[src/rtl/alu_pkg.sv]
// ---------------------------------------------------------------------------
// alu_pkg
// Shared types and helpers for the handshaked ALU (alu_pipe) and its
// iterative multiplier (alu_mul_iter).
//   alu_op_e    : 4-bit opcode carried on the alu_pipe op port
//   alu_state_e : control FSM states of alu_pipe
//   sext()      : sign-extend the low w bits of a vector to MAX_W bits
// ---------------------------------------------------------------------------
package alu_pkg;

  // Widest result the helper function can produce; alu_pipe results are
  // 2*WIDTH bits, so WIDTH must stay at or below MAX_W/2.
  localparam int MAX_W = 64;

  typedef enum logic [3:0] {
    OP_ADD     = 4'd0,
    OP_SUB     = 4'd1,
    OP_AND     = 4'd2,
    OP_OR      = 4'd3,
    OP_XOR     = 4'd4,
    OP_NAND    = 4'd5,
    OP_NOR     = 4'd6,
    OP_XNOR    = 4'd7,
    OP_INC_A   = 4'd8,
    OP_DEC_A   = 4'd9,
    OP_INC_B   = 4'd10,
    OP_DEC_B   = 4'd11,
    OP_MUL     = 4'd12,
    OP_ACC_ADD = 4'd13,
    OP_ACC_CLR = 4'd14,
    OP_ILLEGAL = 4'd15
  } alu_op_e;

  typedef enum logic [1:0] {
    IDLE    = 2'd0,
    MUL_RUN = 2'd1,
    HOLD    = 2'd2
  } alu_state_e;

  // Shift the w-bit field to the top, then arithmetic-shift it back down so
  // bit w-1 is replicated into every upper bit. Callers truncate the result
  // to their own width.
  function automatic logic [MAX_W-1:0] sext(input logic [MAX_W-1:0] v,
                                            input int w);
    logic signed [MAX_W-1:0] t;
    t = $signed(v << (MAX_W - w));
    return t >>> (MAX_W - w);
  endfunction

endpackage

[src/rtl/alu_mul_iter.sv]
// ---------------------------------------------------------------------------
// alu_mul_iter
// Iterative signed multiplier: shift-add on operand magnitudes, one
// multiplier bit per cycle for WIDTH cycles, sign applied at the end.
// Ports:
//   clk, rst_n : clock, asynchronous active-low reset
//   flush      : synchronous abort, clears all iteration state
//   start      : load A/B and begin (ignored while flush is high)
//   A, B       : WIDTH-bit signed operands
//   done       : one-cycle pulse in the cycle the final product is valid
//   product    : exact signed product, 2*WIDTH bits, valid while done=1
// ---------------------------------------------------------------------------
module alu_mul_iter #(
  parameter int WIDTH = 5
) (
  input  logic                 clk,
  input  logic                 rst_n,
  input  logic                 flush,
  input  logic                 start,
  input  logic [WIDTH-1:0]     A,
  input  logic [WIDTH-1:0]     B,
  output logic                 done,
  output logic [2*WIDTH-1:0]   product
);

  localparam int OUT_W = 2 * WIDTH;
  localparam int CNT_W = $clog2(WIDTH);

  logic             busy_q, busy_d;
  logic [CNT_W-1:0] cnt_q, cnt_d;
  logic [OUT_W-1:0] mcand_q, mcand_d;
  logic [WIDTH-1:0] mplier_q, mplier_d;
  logic [OUT_W-1:0] partial_q, partial_d;
  logic             neg_q, neg_d;

  logic [WIDTH-1:0] magA;
  logic [WIDTH-1:0] magB;
  logic [OUT_W-1:0] stepSum;

  // The most negative operand has magnitude 2^(WIDTH-1), which still fits
  // in WIDTH unsigned bits, so no extra bit is needed here.
  assign magA = A[WIDTH-1] ? (~A + 1'b1) : A;
  assign magB = B[WIDTH-1] ? (~B + 1'b1) : B;

  // The last addition is folded into the output combinationally so the
  // product is ready in the same cycle the counter reaches zero.
  assign stepSum = partial_q + (mplier_q[0] ? mcand_q : '0);
  assign done    = busy_q && (cnt_q == '0) && !flush;
  assign product = neg_q ? ('0 - stepSum) : stepSum;

  // Iteration control: load on start, then one shift-add per cycle while
  // counting down from WIDTH-1 to 0.
  always_comb begin
    busy_d    = busy_q;
    cnt_d     = cnt_q;
    mcand_d   = mcand_q;
    mplier_d  = mplier_q;
    partial_d = partial_q;
    neg_d     = neg_q;
    if (flush) begin
      busy_d    = 1'b0;
      cnt_d     = '0;
      mcand_d   = '0;
      mplier_d  = '0;
      partial_d = '0;
      neg_d     = 1'b0;
    end else if (start) begin
      busy_d    = 1'b1;
      cnt_d     = CNT_W'(WIDTH - 1);
      mcand_d   = OUT_W'(magA);
      mplier_d  = magB;
      partial_d = '0;
      neg_d     = A[WIDTH-1] ^ B[WIDTH-1];
    end else if (busy_q) begin
      partial_d = stepSum;
      mcand_d   = mcand_q << 1;
      mplier_d  = mplier_q >> 1;
      if (cnt_q == '0) begin
        busy_d = 1'b0;
      end else begin
        cnt_d = cnt_q - 1'b1;
      end
    end
  end

  always_ff @(posedge clk or negedge rst_n) begin
    if (!rst_n) begin
      busy_q    <= 1'b0;
      cnt_q     <= '0;
      mcand_q   <= '0;
      mplier_q  <= '0;
      partial_q <= '0;
      neg_q     <= 1'b0;
    end else begin
      busy_q    <= busy_d;
      cnt_q     <= cnt_d;
      mcand_q   <= mcand_d;
      mplier_q  <= mplier_d;
      partial_q <= partial_d;
      neg_q     <= neg_d;
    end
  end

endmodule

[src/rtl/alu_pipe.sv]
// ---------------------------------------------------------------------------
// alu_pipe
// Handshaked signed/logical ALU with an iterative multiplier, an internal
// accumulator and per-result error/overflow flags. One operation in flight.
// Ports:
//   clk, rst_n          : clock, asynchronous active-low reset
//   flush               : synchronous abort of in-flight op / held result
//   in_valid, in_ready  : operand handshake (accept when both high)
//   A, B                : WIDTH-bit signed operands
//   op                  : opcode (alu_pkg::alu_op_e)
//   out_valid, out_ready: result handshake, result held until out_ready
//   C                   : 2*WIDTH-bit result
//   error_flag          : illegal opcode for this result
//   ovf                 : accumulator signed wrap for this result
// ---------------------------------------------------------------------------
module alu_pipe
  import alu_pkg::*;
#(
  parameter int WIDTH = 5
) (
  input  logic                 clk,
  input  logic                 rst_n,
  input  logic                 flush,
  input  logic                 in_valid,
  output logic                 in_ready,
  input  logic [WIDTH-1:0]     A,
  input  logic [WIDTH-1:0]     B,
  input  logic [3:0]           op,
  output logic                 out_valid,
  input  logic                 out_ready,
  output logic [2*WIDTH-1:0]   C,
  output logic                 error_flag,
  output logic                 ovf
);

  localparam int OUT_W = 2 * WIDTH;

  alu_state_e       state_q, state_d;
  logic [OUT_W-1:0] acc_q, acc_d;
  logic [OUT_W-1:0] c_q, c_d;
  logic             err_q, err_d;
  logic             ovf_q, ovf_d;

  alu_op_e          opCode;
  logic             accept;
  logic             startMul;
  logic             mulDone;
  logic [OUT_W-1:0] mulProduct;
  logic [OUT_W-1:0] sextA;
  logic [OUT_W-1:0] sextB;
  logic [OUT_W-1:0] accSum;
  logic [WIDTH-1:0] logicRes;
  logic [OUT_W-1:0] aluRes;
  logic             aluErr;
  logic             aluOvf;
  logic [OUT_W-1:0] accNext;

  assign opCode   = alu_op_e'(op);
  assign accept   = in_valid && in_ready;
  assign startMul = accept && (opCode == OP_MUL);

  assign sextA  = OUT_W'(sext(MAX_W'(A), WIDTH));
  assign sextB  = OUT_W'(sext(MAX_W'(B), WIDTH));
  assign accSum = acc_q + sextA;

  alu_mul_iter #(
    .WIDTH(WIDTH)
  ) u_mul (
    .clk    (clk),
    .rst_n  (rst_n),
    .flush  (flush),
    .start  (startMul),
    .A      (A),
    .B      (B),
    .done   (mulDone),
    .product(mulProduct)
  );

  // State register.
  always_ff @(posedge clk or negedge rst_n) begin
    if (!rst_n) begin
      state_q <= IDLE;
    end else begin
      state_q <= state_d;
    end
  end

  // Next-state logic. A multiply always detours through MUL_RUN; every
  // other accepted op lands straight in HOLD.
  always_comb begin
    state_d = state_q;
    if (flush) begin
      state_d = IDLE;
    end else begin
      case (state_q)
        IDLE: begin
          if (accept) begin
            state_d = (opCode == OP_MUL) ? MUL_RUN : HOLD;
          end
        end
        MUL_RUN: begin
          if (mulDone) begin
            state_d = HOLD;
          end
        end
        HOLD: begin
          if (out_ready) begin
            if (accept) begin
              state_d = (opCode == OP_MUL) ? MUL_RUN : HOLD;
            end else begin
              state_d = IDLE;
            end
          end
        end
        default: state_d = IDLE;
      endcase
    end
  end

  // Handshake outputs. In HOLD a new op is taken only when the current
  // result leaves in the same cycle, so nothing is overwritten unseen.
  always_comb begin
    in_ready  = 1'b0;
    out_valid = 1'b0;
    case (state_q)
      IDLE: begin
        in_ready = !flush;
      end
      HOLD: begin
        out_valid = 1'b1;
        in_ready  = out_ready && !flush;
      end
      default: begin
        in_ready  = 1'b0;
        out_valid = 1'b0;
      end
    endcase
  end

  // Single-cycle result for every opcode except MUL. Arithmetic is done on
  // sign-extended operands at full result width, so it cannot overflow.
  always_comb begin
    aluRes   = '0;
    aluErr   = 1'b0;
    aluOvf   = 1'b0;
    accNext  = acc_q;
    logicRes = '0;
    case (opCode)
      OP_ADD:   aluRes = sextA + sextB;
      OP_SUB:   aluRes = sextA - sextB;
      OP_AND:   begin logicRes = A & B;    aluRes = OUT_W'(logicRes); end
      OP_OR:    begin logicRes = A | B;    aluRes = OUT_W'(logicRes); end
      OP_XOR:   begin logicRes = A ^ B;    aluRes = OUT_W'(logicRes); end
      OP_NAND:  begin logicRes = ~(A & B); aluRes = OUT_W'(logicRes); end
      OP_NOR:   begin logicRes = ~(A | B); aluRes = OUT_W'(logicRes); end
      OP_XNOR:  begin logicRes = ~(A ^ B); aluRes = OUT_W'(logicRes); end
      OP_INC_A: aluRes = sextA + 1'b1;
      OP_DEC_A: aluRes = sextA - 1'b1;
      OP_INC_B: aluRes = sextB + 1'b1;
      OP_DEC_B: aluRes = sextB - 1'b1;
      OP_ACC_ADD: begin
        accNext = accSum;
        aluRes  = accSum;
        // Wrap happened if both addends share a sign the sum does not.
        aluOvf  = (acc_q[OUT_W-1] == sextA[OUT_W-1]) &&
                  (accSum[OUT_W-1] != acc_q[OUT_W-1]);
      end
      OP_ACC_CLR: begin
        accNext = '0;
        aluRes  = '0;
      end
      OP_ILLEGAL: aluErr = 1'b1;
      default: aluRes = '0;
    endcase
  end

  // Result/accumulator update: only on an edge that enters HOLD, so C and
  // the flags stay frozen under backpressure and across a flush.
  always_comb begin
    c_d   = c_q;
    err_d = err_q;
    ovf_d = ovf_q;
    acc_d = acc_q;
    if (accept && (opCode != OP_MUL)) begin
      c_d   = aluRes;
      err_d = aluErr;
      ovf_d = aluOvf;
      acc_d = accNext;
    end else if ((state_q == MUL_RUN) && mulDone) begin
      c_d   = mulProduct;
      err_d = 1'b0;
      ovf_d = 1'b0;
    end
  end

  always_ff @(posedge clk or negedge rst_n) begin
    if (!rst_n) begin
      c_q   <= '0;
      err_q <= 1'b0;
      ovf_q <= 1'b0;
      acc_q <= '0;
    end else begin
      c_q   <= c_d;
      err_q <= err_d;
      ovf_q <= ovf_d;
      acc_q <= acc_d;
    end
  end

  assign C          = c_q;
  assign error_flag = err_q;
  assign ovf        = ovf_q;

endmodule

[config.mk]
export PLATFORM = sky130hd
export DESIGN_NAME = alu_pipe
export DESIGN_NICKNAME = d
export VERILOG_FILES = /design/src/rtl/alu_pkg.sv /design/src/rtl/alu_mul_iter.sv /design/src/rtl/alu_pipe.sv
export SDC_FILE = /design/constraint.sdc
export NUM_CORES = 1
export LEC_CHECK = 0
export ABC_AREA = 1
export CORE_UTILIZATION = 49
export CTS_CLUSTER_DIAMETER = 30
export DETAILED_ROUTE_END_ITERATION = 10
export PLACE_DENSITY = 0.7
export SLEW_MARGIN = 0
export SYNTH_ARGS = -nofsm -noshare
export SYNTH_HDL_FRONTEND = slang
export SYNTH_SLANG_ARGS = --single-unit
[constraint.sdc]
create_clock -name clk -period 3.1 [get_ports clk]
set_input_delay 0.62 -clock clk [delete_from_list [all_inputs] [get_ports clk]]
set_output_delay 0.62 -clock clk [all_outputs]
set_load 0.01 [all_outputs]
-- After elaboration in Yosys (flattened, before gate mapping)
Index checks and enable logic that the tools add are counted.
- magnitude comparators: 0
- div/mod/pow operators: 0
- reduce and logical (&&, ||, !) cells: 19
- $add $sub $neg: 12
- bitwise logic cells: 9
- shift operators: 0
- multiply operators: 0
- mux-type cells: 41
- equality and inequality tests: 24
- operators with widths (kind ; number):
    $pmux 10 s13 ; 1
    $mux 10 ; 10
    $eq 4x4->1 const B ; 8
    $mux 5 ; 5
    $not 5->5 ; 5
    $add 10x10->10 ; 2
    $pmux 10 s2 ; 1
    $eq 4x3->1 const B ; 4
    $add 5x2->6 const B ; 2
    $mux 1 ; 12
    $mux 2 ; 6
    $mux 3 ; 4
    $ne 3x3->1 const B ; 4
    $sub 5x2->6 const B ; 2
    $add 5x1->5 const B ; 2
    $sub 1x10->10 const A ; 1
    $eq 4x2->1 const B ; 2
    $logic_and 1x1->1 ; 8
    $add 5x5->6 ; 1
    $pmux 2 s3 ; 1
    $reduce_bool 2->1 ; 3
    $sub 5x5->6 ; 1
    $and 5x5->5 ; 1
    $or 5x5->5 ; 1
    17 further kinds ; 18
- output and inout port bits: 14
- logic and storage cells: 116
- memories kept: 0
- RAM bits: 0
- register bits: 54
- bits in latches: 0
- bits in read-only memories: 0

-- Depth between registers and ports, before layout
Gate-level depths: netlist of run 1.
- depth after elaboration: 8
- gate-level depth with buffers: 18
- mapped depth without buffers: 17

-- Modules after synthesis
From an unflattened synthesis of run 1, not the netlist that was laid out.
- cell total of the unflattened synthesis: 796
- area total of the unflattened synthesis: 5102.4 um^2
- by module, submodules not included (module ; seq. area each (um^2) ; times used ; cells each ; area each (um^2)):
    alu_pipe ; 600.6 ; 1 ; 452 ; 2800.2
    alu_mul_iter ; 750.7 ; 1 ; 344 ; 2302.2

-- Worst setup path after synthesis of run 1
Ideal clock, no wire load.
- path type: reg-to-reg
- from: register u_mul.mplier_q[0]
- to: register c_q[8] (netlist: C[8])
- period minus slack after synthesis: 2386 ps
- cell stages (with the launch flop): 17
- setup slack: 714 ps
- buffers on the path: 1
- data arrival time: 2263 ps
- cells stage by stage: dfrtp_1 -> clkbuf_1 -> nand2_1 -> inv_1 -> ha_1 -> fa_1 -> inv_1 -> ha_1 -> inv_1 -> nor2_1 -> nand3_1 -> nor2_1 -> nand3_1 -> nand2_1 -> nand2_1 -> nand3_1 -> a21oi_1
- longest elaborated chain between the ends: 6
- ends and longest elaborated chain (item ; line ; text):
    start, declared ; alu_mul_iter.sv:32 ; logic [WIDTH-1:0] mplier_q, mplier_d;
    start signal, assigned ; alu_mul_iter.sv:98 ; mplier_q <= mplier_d;
    $mux 10 * ; alu_mul_iter.sv:47 ; assign stepSum = partial_q + (mplier_q[0] ? mcand_q : '0);
    $add 10x10->10 * ; alu_mul_iter.sv:47 ;
    $sub 1x10->10 ; alu_mul_iter.sv:49 ; assign product = neg_q ? ('0 - stepSum) : stepSum;
    $mux 10 * ; alu_mul_iter.sv:49 ;
    $mux 10 * ; alu_pipe.sv:189 ; end else if ((state_q == MUL_RUN) && mulDone) begin
    $mux 10 * ; alu_pipe.sv:184 ; if (accept && (opCode != OP_MUL)) begin
    end signal, assigned ; alu_pipe.sv:198 ; c_q <= '0;
    end signal, assigned ; alu_pipe.sv:203 ; c_q <= c_d;
    end, declared ; alu_pipe.sv:40 ; logic [OUT_W-1:0] c_q, c_d;
Every way passes the cells marked *; elsewhere a longest branch is shown, timed or not. The select of a mux whose other input is x is not followed.
A chain may end at the register's enable or synchronous reset.

-- Worst setup path after layout of run 1
- from: input A[0]
- to: register c_q[6] (netlist: C[6])
- longest elaborated chain between the ends: 3
- ends and longest elaborated chain (item ; line ; text):
    start, declared ; alu_pipe.sv:26 ; input logic [WIDTH-1:0] A,
    $add 10x10->10 (tied with other cells) ; alu_pipe.sv:64 ; assign accSum = acc_q + sextA;
    $pmux 10 s13 * ; alu_pipe.sv:148 ; case (opCode)
    $mux 10 * ; alu_pipe.sv:184 ;
Every way passes the cells marked *; elsewhere a longest branch is shown, timed or not.

==> results of run 1 <==
[flip-flops by register name, indices dropped and copies added, names as in the netlist]
name	flops
C	10
acc_q	10
u_mul.mcand_q	10
u_mul.partial_q	10
u_mul.mplier_q	5
u_mul.cnt_q	3
state_q	2
error_flag	1
ovf	1
u_mul.busy_q	1
u_mul.neg_q	1
[where the power goes]
| group | switching [mW] | leakage, nW | total (mW) | internal (mW) |
|---|---|---|---|---|
| sequential | 0.0420 | 0.727 | 0.808 | 0.766 |
| clock | 0.285 | 0.0502 | 0.454 | 0.169 |
| combinational | 0.412 | 2.16 | 0.694 | 0.282 |
| total | 0.739 | 2.94 | 1.96 | 1.22 |
[critical path: cells and delay by family]
| kind | cells | cell delay [ns] |
|---|---|---|
| buffers and inverters | 3 | 0.71 |
| and+or+nand+nor | 11 | 0.84 |
| adders and majority gates | 2 | 0.70 |
[final timing paths]
check | endpoint | cells after the start | from | slack (ns)
max | C[6] | 16 | A[0] | 0.47
min | u_mul.busy_q | 1 | rst_n | 0.32
max reg2reg | C[8] | 14 | u_mul.mplier_q[0] | 0.66
min reg2reg | C[5] | 2 | C[5] | 0.50
max in group asynchronous | C[2] | 2 | rst_n | 2.10
min in group clk | C[5] | 2 | C[5] | 0.50
[metrics by stage]
stage / std cells / utilization
final: 924 / 0.5730
after global routing: 924 / 0.5730
after CTS: 924 / 0.5730
after detailed placement: 916 / 0.5630
after global placement: 916 / 0.5630
after floorplan: 744 / -
[cell families (layout without fill, tap and decap cells)]
group,count (synthesis),in the layout,synth area share
fa+ha+maj,44,44,0.1182
compound gates,129,129,0.1537
flops,54,54,0.2752
xor+xnor,11,11,0.01962
mux,2,2,0.004078
buf+inv,120,167,0.09531
simple gates,384,384,0.3338
[cells in the mapped netlist, types with 2 or more instances]
cell / count / area share
nand2_1: 214 / 0.16
inv_1: 97 / 0.074
nor2_1: 77 / 0.059
dfrtp_1: 54 / 0.28
nand3_1: 53 / 0.054
o21ai_0: 44 / 0.045
ha_1: 40 / 0.10
a21oi_1: 32 / 0.033
nand4_1: 15 / 0.019
o22ai_1: 15 / 0.019
o21ai_1: 12 / 0.012
inv_2: 9 / 0.0069
buf_2: 8 / 0.0082
nor2_2: 7 / 0.0089
a32o_1: 6 / 0.012
xor2_1: 6 / 0.011
xnor2_1: 5 / 0.0089
fa_1: 4 / 0.016
nor3_1: 4 / 0.0041
or2_2: 4 / 0.0051
clkbuf_1: 3 / 0.0023
a211oi_1: 2 / 0.0031
a31oi_1: 2 / 0.0025
mux2i_1: 2 / 0.0041
nand2_2: 2 / 0.0025
nand2_4: 2 / 0.0046
nand3b_1: 2 / 0.0031
o211ai_1: 2 / 0.0031
o21a_1: 2 / 0.0031
o21bai_1: 2 / 0.0031
o31ai_1: 2 / 0.0031
o32ai_1: 2 / 0.0036
[routing by layer]
metal  global-route usage  up-vias  part of all wire
met3              0.03694       20             0.055
li1                     -     2516                 -
met4              0.07143        0             0.018
met1               0.4127     2357              0.46
met5                    0        -                 0
met2               0.5090      140              0.47
[cell type report]
type                            instances  share of cell area
Clock buffer                            5             0.01234
Clock inverter                          3            0.005162
Inverter                              107             0.07249
Tap cell                              133             0.02985
Sequential cell                        54              0.2424
Timing Repair Buffer                   52             0.08348
Multi-Input combinational cell        570              0.5543
==> qor.txt, run 1 <==
Syn Inst Count = 744
Tot GR Track Use = 0.3019
total wire length = 14.43 mm
fmax = 380.0 MHz
dpl hpwl = 11.61 mm
first-pass GRT wire length = 24.26 mm
DP Worst Slack = 0.1524 ns
setup ws final = 0.4687 ns
nets@finish = 853
setup repair bufs after CTS = 0
Hold Fails Final Rpt = 0
Worst EP required = 3.33 ns
Clock Tree Root = clkbuf_8
die height = 102.1 um
crit-path max cell delay = 0.56 ns
most common cell after layout, fill and taps aside = nand2_1
cell row count = 36
clk_skew = 0.01825 ns
most frequent cells in the layout = nand2_1 (214), inv_1 (97), nor2_1 (77)
CP endpoint kind = flop
Design Area, Final = 5575 um^2
Post-synth top flop = dfrtp_1
Placeable Area = 9729 um^2
CP dominant cell by count = nand2_1
largest net degree at the start of global routing = 31
Worst-Skew Late Latency = 0.33 ns
Leak = 2.938 nW
synth unique cells = 45
RSZ-0062 raised after global routing = no
# setup viols final = 0
Slew headroom = 0.5459
multi-input combinational cell area = 3090 um^2
Slew Viols, Final = 0
syn_nets = 807
share of flip-flops with an asynchronous set or reset = 1.000
Via Count = 5,033
critical path type = primary input to flop
Fill cells = 980
drt wl/cell = 15.62 um
Area Growth Syn to Fin = 13.56%
Worst-Margin Slew = 0.6811 ns
share of post-route cells with drive strength above 1 = 0.07332
Die X = 102.1 um
initial antenna violation count = 0
Seq cells post-synth = 54
Peak VDD IR = 0.0003240 V
clk sink count = 54
area of the mapped netlist = 4910 um^2
post-synthesis sequential area ratio = 0.2752
final setup TNS = 0 ns
CTS Buf Count = 5
vias in the first global route = 4,943
startpoint types = primary input
Initial Utilization = 0.5046
Routed Antenna Nets = 0
clk slew on worst S/H paths = 0.13 ns
Power Density = 350.9 nW/um^2
arrival time at the worst endpoint = 2.86 ns
H-tree depth = 2
class of the worst hold path = primary input to async pin
DRT iter0 DRCs = 287
Reg area = 1351 um^2
Slowest-stage cell, CP = clkdlybuf4s50_1
Min Hold Slack = 0.3151 ns
Post-synth EDFFs = 0
Critical Path, Cell by Cell = clkdlybuf4s50_1 -> ha_1 -> inv_1 -> fa_1 -> inv_1 -> nand3_1 -> nand2_1 -> nand3_1 -> nand2_1 -> nand2_1 -> nand3_1 -> nand2_1 -> nand2_1 -> nand2_1 -> nand2_1 -> nand2_1
status = completed
crit-path max FO = 4
total gr overflow = 0
Post-DP Area = 5478 um^2
GPL Wtd Cong = 1.030
hold buffers post-CTS = 0
Avg Vias per Cell = 5.447
Avg Cell Area, Syn = 6.599 um^2
Max-Cap Viols = 0
post_cts resized = 0
port buffer count = 32
Residual DRC = 0
I/O Pins = 33
total power = 1.956 mW
clk buf depth = 2
CTS tree = built
Final Critical Period = 2.631 ns
Final period util = 0.8488
Synth warnings = 0
ant diodes = 0
die footprint = 10,420 um^2
1st-pass router iterations = 7
(Power assumes the default switching activity.)
==> run 2: changes to the inputs <==
--- a/config.mk
+++ b/config.mk
@@ -9,7 +9,7 @@
 export CORE_UTILIZATION = 49
 export CTS_CLUSTER_DIAMETER = 30
 export DETAILED_ROUTE_END_ITERATION = 10
-export PLACE_DENSITY = 0.7
+export PLACE_DENSITY = 0.73
 export SLEW_MARGIN = 0
 export SYNTH_ARGS = -nofsm -noshare
 export SYNTH_HDL_FRONTEND = slang
==> constraint.sdc (replaced) <==
create_clock -name clk -period 2.2 [get_ports clk]
set_input_delay 0.44 -clock clk [delete_from_list [all_inputs] [get_ports clk]]
set_output_delay 0.44 -clock clk [all_outputs]
set_load 0.01 [all_outputs]
==> run 2 against run 1 <==
Effect of this change: the run now ends with negative setup slack left; clock skew down 0.0021 ns; global-route usage up 0.90 points; count of clock-buffer cells in the layout did not move; register-to-register slack got worse by 0.80 ns; utilization is 11 points higher; combinational power rose by 70%; die area unchanged; design area grew 19%; first-iteration DRC count decreased by 6.6%; cell count rose by 11%; critical path depth is the same; via count up 9.6%; critical endpoint is now C[8].
==> qor.txt, run 2 (same netlist as run 1, synthesis figures left out) <==
met1 Use GR = 0.3973
Slew Viols, Final = 0
Fill cells = 881
DP Worst Slack = -0.4345 ns
Residual DRC = 0
final setup TNS = -0.5411 ns
startpoint types = flop
arrival time at the worst endpoint = 2.55 ns
port buffer count = 32
DRT iter0 DRCs = 268
CP Buf/Inv Count = 4
Via Count = 5,514
I/O Pins = 33
Min Hold Slack = 0.4995 ns
most common cell after layout, fill and taps aside = nand2_1
Peak VDD IR = 0.0004956 V
CTS tree = built
setup ws final = -0.1410 ns
total wire length = 16.11 mm
Leak = 3.476 nW
die height = 102.1 um
RSZ-0062 raised after global routing = yes
Worst-Skew Late Latency = 0.32 ns
Slew headroom = 0.6801
Setup crit start = u_mul.mplier_q[0]
Area Growth Syn to Fin = 34.63%
class of the worst hold path = flop to flop
CP top delay family = adder cells
crit-path max FO = 4
dpl hpwl = 12.61 mm
Final Critical Period = 2.341 ns
total gr overflow = 0
Worst EP required = 2.41 ns
die footprint = 10,420 um^2
Routed Antenna Nets = 0
Max-Cap Viols = 0
ant diodes = 0
Hold Fails Final Rpt = 0
reg2reg start = u_mul.mplier_q[0]
Placeable Area = 9729 um^2
GPL Wtd Cong = 0.9955
Die X = 102.1 um
hold path start = C[6]
drt wl/cell = 15.70 um
Avg Vias per Cell = 5.374
failing checks = negative setup slack
Clock Tree Root = clkbuf_8
Slowest-stage cell, CP = fa_2
largest net degree at the start of global routing = 44
H-tree depth = 2
cell row count = 36
# setup viols final = 6
routing usage on met2 = 0.5457
met3 Use GR = 0.04378
Power Density = 446.6 nW/um^2
Initial Utilization = 0.5046
nets@finish = 955
initial antenna violation count = 0
status = complete, but fails checks
Critical Path, Cell by Cell = nand2_2 -> inv_2 -> ha_4 -> fa_2 -> inv_4 -> ha_4 -> inv_2 -> nor2_4 -> buf_6 -> nand3_4 -> nor2_4 -> nand3_2 -> nand2_1 -> nand2_1 -> nand3_1 -> a21oi_1
most frequent cells in the layout = nand2_1 (201), buf_4 (116), inv_1 (94)
first-pass GRT wire length = 25.21 mm
placed cells = 1,013
clk_skew = 0.01616 ns
Worst-Margin Slew = 0.4798 ns
clk buf depth = 2
crit-path max cell delay = 0.46 ns
vias in the first global route = 5,361
1st-pass router iterations = 5
CP endpoint kind = flop
critical path type = flop to flop
Non-Filler Instances = 1,026
fmax = 427.2 MHz
layer with the highest usage = met2
clk slew on worst S/H paths = 0.12 ns
post-route core utilization = 0.6794
Tot GR Track Use = 0.3109
CTS Buf Count = 5
share of post-route cells with drive strength above 1 = 0.2262
clk sink count = 54
Final period util = 1.064
-- run 2: cell types whose count changed in the layout (fill, tap and decap cells not counted), moves of 6 or more --
cell     delta
nand2_1    -13
buf_4      +96
nand3_1     -6
o21ai_0     -6
ha_1        -8
nand2_2    +11
-- run 2: layout make-up --
| cell class | count | area (um^2) | area share |
|---|---|---|---|
| inverters | 107 | 409.1 | 0.06190 |
| well taps | 133 | 166.4 | 0.02518 |
| clock inverters | 3 | 26.28 | 0.003975 |
| repair buffers | 154 | 1269 | 0.1919 |
| flip-flops and latches | 54 | 1351 | 0.2044 |
| clock buffers | 5 | 68.82 | 0.01041 |
| multi-input cells | 570 | 3319 | 0.5022 |
-- run 2: tightest hold or removal path, stage by stage, from the launching register on --
cell	delay, ns
dfrtp_1	0.36
nand2_1	0.05
nand2_1	0.06
-- run 2: per-layer routing --
metal	part of all wire	wire length, um	up-vias
li1	-	-	2729
met1	0.44	7018	2602
met2	0.49	7831	160
met3	0.058	928	23
met4	0.020	327	0
met5	0	0	-
-- run 2: per-stage QoR --
stage / area (um^2) / power (mW)
2_1_floorplan: 4955 / 1.768
3_3_place_gp: 6254 / 2.277
3_5_place_dp: 6254 / 2.310
4_1_cts: 6414 / 2.936
5_1_grt: 6610 / 3.130
6_report: 6610 / 2.952
-- run 2: power by group --
group          total, mW  internal [mW]  switching, mW
registers           1.14           1.08         0.0645
clock network      0.626          0.238          0.388
logic               1.18          0.544          0.638
total               2.95           1.86           1.09
-- run 2: worst paths after layout --
| path | end | slack, ns | cells after the start |
|---|---|---|---|
| setup / recovery | C[8] | -0.14 | 16 |
| hold / removal | C[6] | 0.50 | 2 |
| setup reg to reg | C[8] | -0.14 | 16 |
| hold reg to reg | C[6] | 0.50 | 2 |
| max in group asynchronous | C[4] | 1.12 | 3 |
| min in group asynchronous | u_mul.cnt_q[1] | 0.53 | 2 |
-- run 2: what timing repair did --
action	4_1_cts	5_1_grt
hold endpoints to repair	10	0
hold buffers	1	0
pin swaps	18	27
setup endpoints to repair	9	14
setup buffers	2	3
gates resized for setup	17	42
==> run 3: changes to the inputs <==
--- a/config.mk
+++ b/config.mk
@@ -6,10 +6,11 @@
 export NUM_CORES = 1
 export LEC_CHECK = 0
 export ABC_AREA = 1
-export CORE_UTILIZATION = 49
+export CORE_UTILIZATION = 50
 export CTS_CLUSTER_DIAMETER = 30
+export CTS_CLUSTER_SIZE = 30
 export DETAILED_ROUTE_END_ITERATION = 10
-export PLACE_DENSITY = 0.73
+export PLACE_DENSITY = 0.74
 export SLEW_MARGIN = 0
 export SYNTH_ARGS = -nofsm -noshare
 export SYNTH_HDL_FRONTEND = slang
==> run 3 against run 2 <==
Effect of this change: the run still ends with negative setup slack left; largest cell class unchanged; setup slack better by 0.077 ns; cell count grew 0.29%; clock skew is 0.0074 ns higher; design area is 2.3% higher.
==> qor.txt, run 3 (same netlist as run 1, synthesis figures left out) <==
status = complete, but fails checks
failing checks = negative setup slack
met1 Use GR = 0.4494
Die X = 101.1 um
clk buf depth = 2
first-pass GRT wire length = 25.73 mm
routing usage on met2 = 0.5343
setup ws final = -0.06413 ns
Slowest-stage cell, CP = dfrtp_2
fmax = 441.7 MHz
total gr overflow = 0
drt wl/cell = 15.81 um
RSZ-0062 raised after global routing = yes
clk slew on worst S/H paths = 0.12 ns
share of post-route cells with drive strength above 1 = 0.2511
Clock Tree Root = clkbuf_8
Worst-Skew Late Latency = 0.32 ns
Peak VDD IR = 0.0003854 V
I/O Pins = 33
clk sink count = 54
arrival time at the worst endpoint = 2.49 ns
most frequent cells in the layout = nand2_1 (194), buf_4 (122), inv_1 (93)
final setup TNS = -0.2917 ns
Critical Path, Cell by Cell = nand2_2 -> inv_2 -> ha_4 -> fa_2 -> inv_2 -> ha_4 -> inv_4 -> nor2_4 -> nand3_2 -> nor2_4 -> nand3_2 -> nand2_1 -> nand2_1 -> nand3_2 -> a21oi_2
switching power = 1.091 mW
cell row count = 35
Tot GR Track Use = 0.3259
CP dominant cell by count = nand3_2
vias in the first global route = 5,302
reg2reg setup slack = -0.06 ns
die height = 101.1 um
Routed Antenna Nets = 0
total wire length = 16.27 mm
Placeable Area = 9371 um^2
Residual DRC = 0
class of the worst hold path = primary input to async pin
Leak = 3.551 nW
placed cells = 1,013
CTS Buf Count = 5
# setup viols final = 7
H-tree depth = 2
Slew headroom = 0.5656
initial antenna violation count = 0
switch share = 0.3526
layer with the highest usage = met2
crit-path max cell delay = 0.45 ns
Max-Cap Viols = 0
Avg Vias per Cell = 5.431
CP endpoint kind = flop
Final Critical Period = 2.264 ns
clk_skew = 0.02359 ns
reg2reg start = u_mul.mplier_q[0]
Power Density = 457.2 nW/um^2
Int Pwr = 2.002 mW
GPL Wtd Cong = 0.9567
Non-Filler Instances = 1,029
1st-pass router iterations = 5
most common cell after layout, fill and taps aside = nand2_1
Logic pwr share = 0.392
ant diodes = 0
Slew Viols, Final = 0
port buffer count = 32
Hold Fails Final Rpt = 0
Worst-Margin Slew = 0.6515 ns
dpl hpwl = 12.59 mm
nets@finish = 962
largest net degree at the start of global routing = 29
startpoint types = flop
Area Growth Syn to Fin = 37.79%
Clk network pwr share = 0.237
Final period util = 1.029
Worst EP required = 2.43 ns
worst setup path end = C[8]
Initial Utilization = 0.5239
die footprint = 10,220 um^2
worst reg2reg endpoint = C[8]
crit-path max FO = 4
critical path type = flop to flop
met3 Use GR = 0.03537
FF-to-FF path depth = 15
Setup crit start = u_mul.mplier_q[0]
CTS tree = built
Via Count = 5,588
Reg power frac = 0.370
DRT iter0 DRCs = 332
[run 3: worst max-delay path: cells and delay by family (launching register included)]
| family | cells | cell delay, ns |
|---|---|---|
| buffers and inverters | 3 | 0.18 |
| AO/OA/AOI/OAI | 1 | 0.05 |
| adder cells (fa/ha/maj) | 3 | 0.75 |
| flip-flops | 1 | 0.45 |
| AND/OR/NAND/NOR | 8 | 0.74 |
[run 3: metrics by stage]
stage	instance area (um^2)	power (mW)	hold WS, ns	util	worst slack, ns
2_1_floorplan	4955	1.768	0.1444	-	0.0003628
3_3_place_gp	6304	2.294	0.4692	0.6726	-0.4032
3_5_place_dp	6304	2.321	0.4737	0.6726	-0.4114
4_1_cts	6571	3.062	0.1492	0.7012	-0.01915
6_report	6765	3.093	0.1232	0.7219	-0.06413
5_1_grt	6765	3.268	0.1799	0.7219	-0.1753
[run 3: power by group through the flow]
stage | logic, mW | registers, mW | clock network [mW]
floorplan | 0.610 | 1.16 | 0
global placement | 1.14 | 1.16 | 0
detailed placement | 1.16 | 1.16 | 0
CTS | 1.18 | 1.14 | 0.738
global route | 1.34 | 1.15 | 0.773
finish | 1.21 | 1.15 | 0.734
[run 3: repair_timing]
item                                    in CTS  in global routing
setup buffers                                4                  3
pin swaps                                   11                 25
gates resized for setup                     27                 44
endpoints found under the setup margin       7                 13
cloned                                       0                  1
hold buffers                                 0                  0
[run 3: final cells by class]
type,count,area [um^2]
Clock inverter,3,48.80
Inverter,107,406.6
Clock buffer,5,68.82
Sequential cell,54,1353
Multi-Input combinational cell,570,3395
Tap cell,129,161.4
Timing Repair Buffer,161,1333
Fill cell,793,2606
[run 3: layer usage]
layer,share of wire,wire (um),vias up
li1,-,-,2751
met1,0.45,7264,2645
met2,0.47,7633,165
met3,0.059,966,27
met4,0.025,403,0
met5,0,0,-
[run 3: worst min path at each step]
stage | startpoint | endpoint | slack (ns) | cells after the start
global route | rst_n | u_mul.mplier_q[3] | 0.18 | 1
floorplan | rst_n | C[0] | 0.14 | 0
detailed placement | u_mul.mplier_q[4] | u_mul.mplier_q[4] | 0.47 | 2
finish | rst_n | u_mul.busy_q | 0.12 | 1
CTS | rst_n | u_mul.busy_q | 0.15 | 1
global placement | u_mul.mplier_q[4] | u_mul.mplier_q[4] | 0.47 | 2
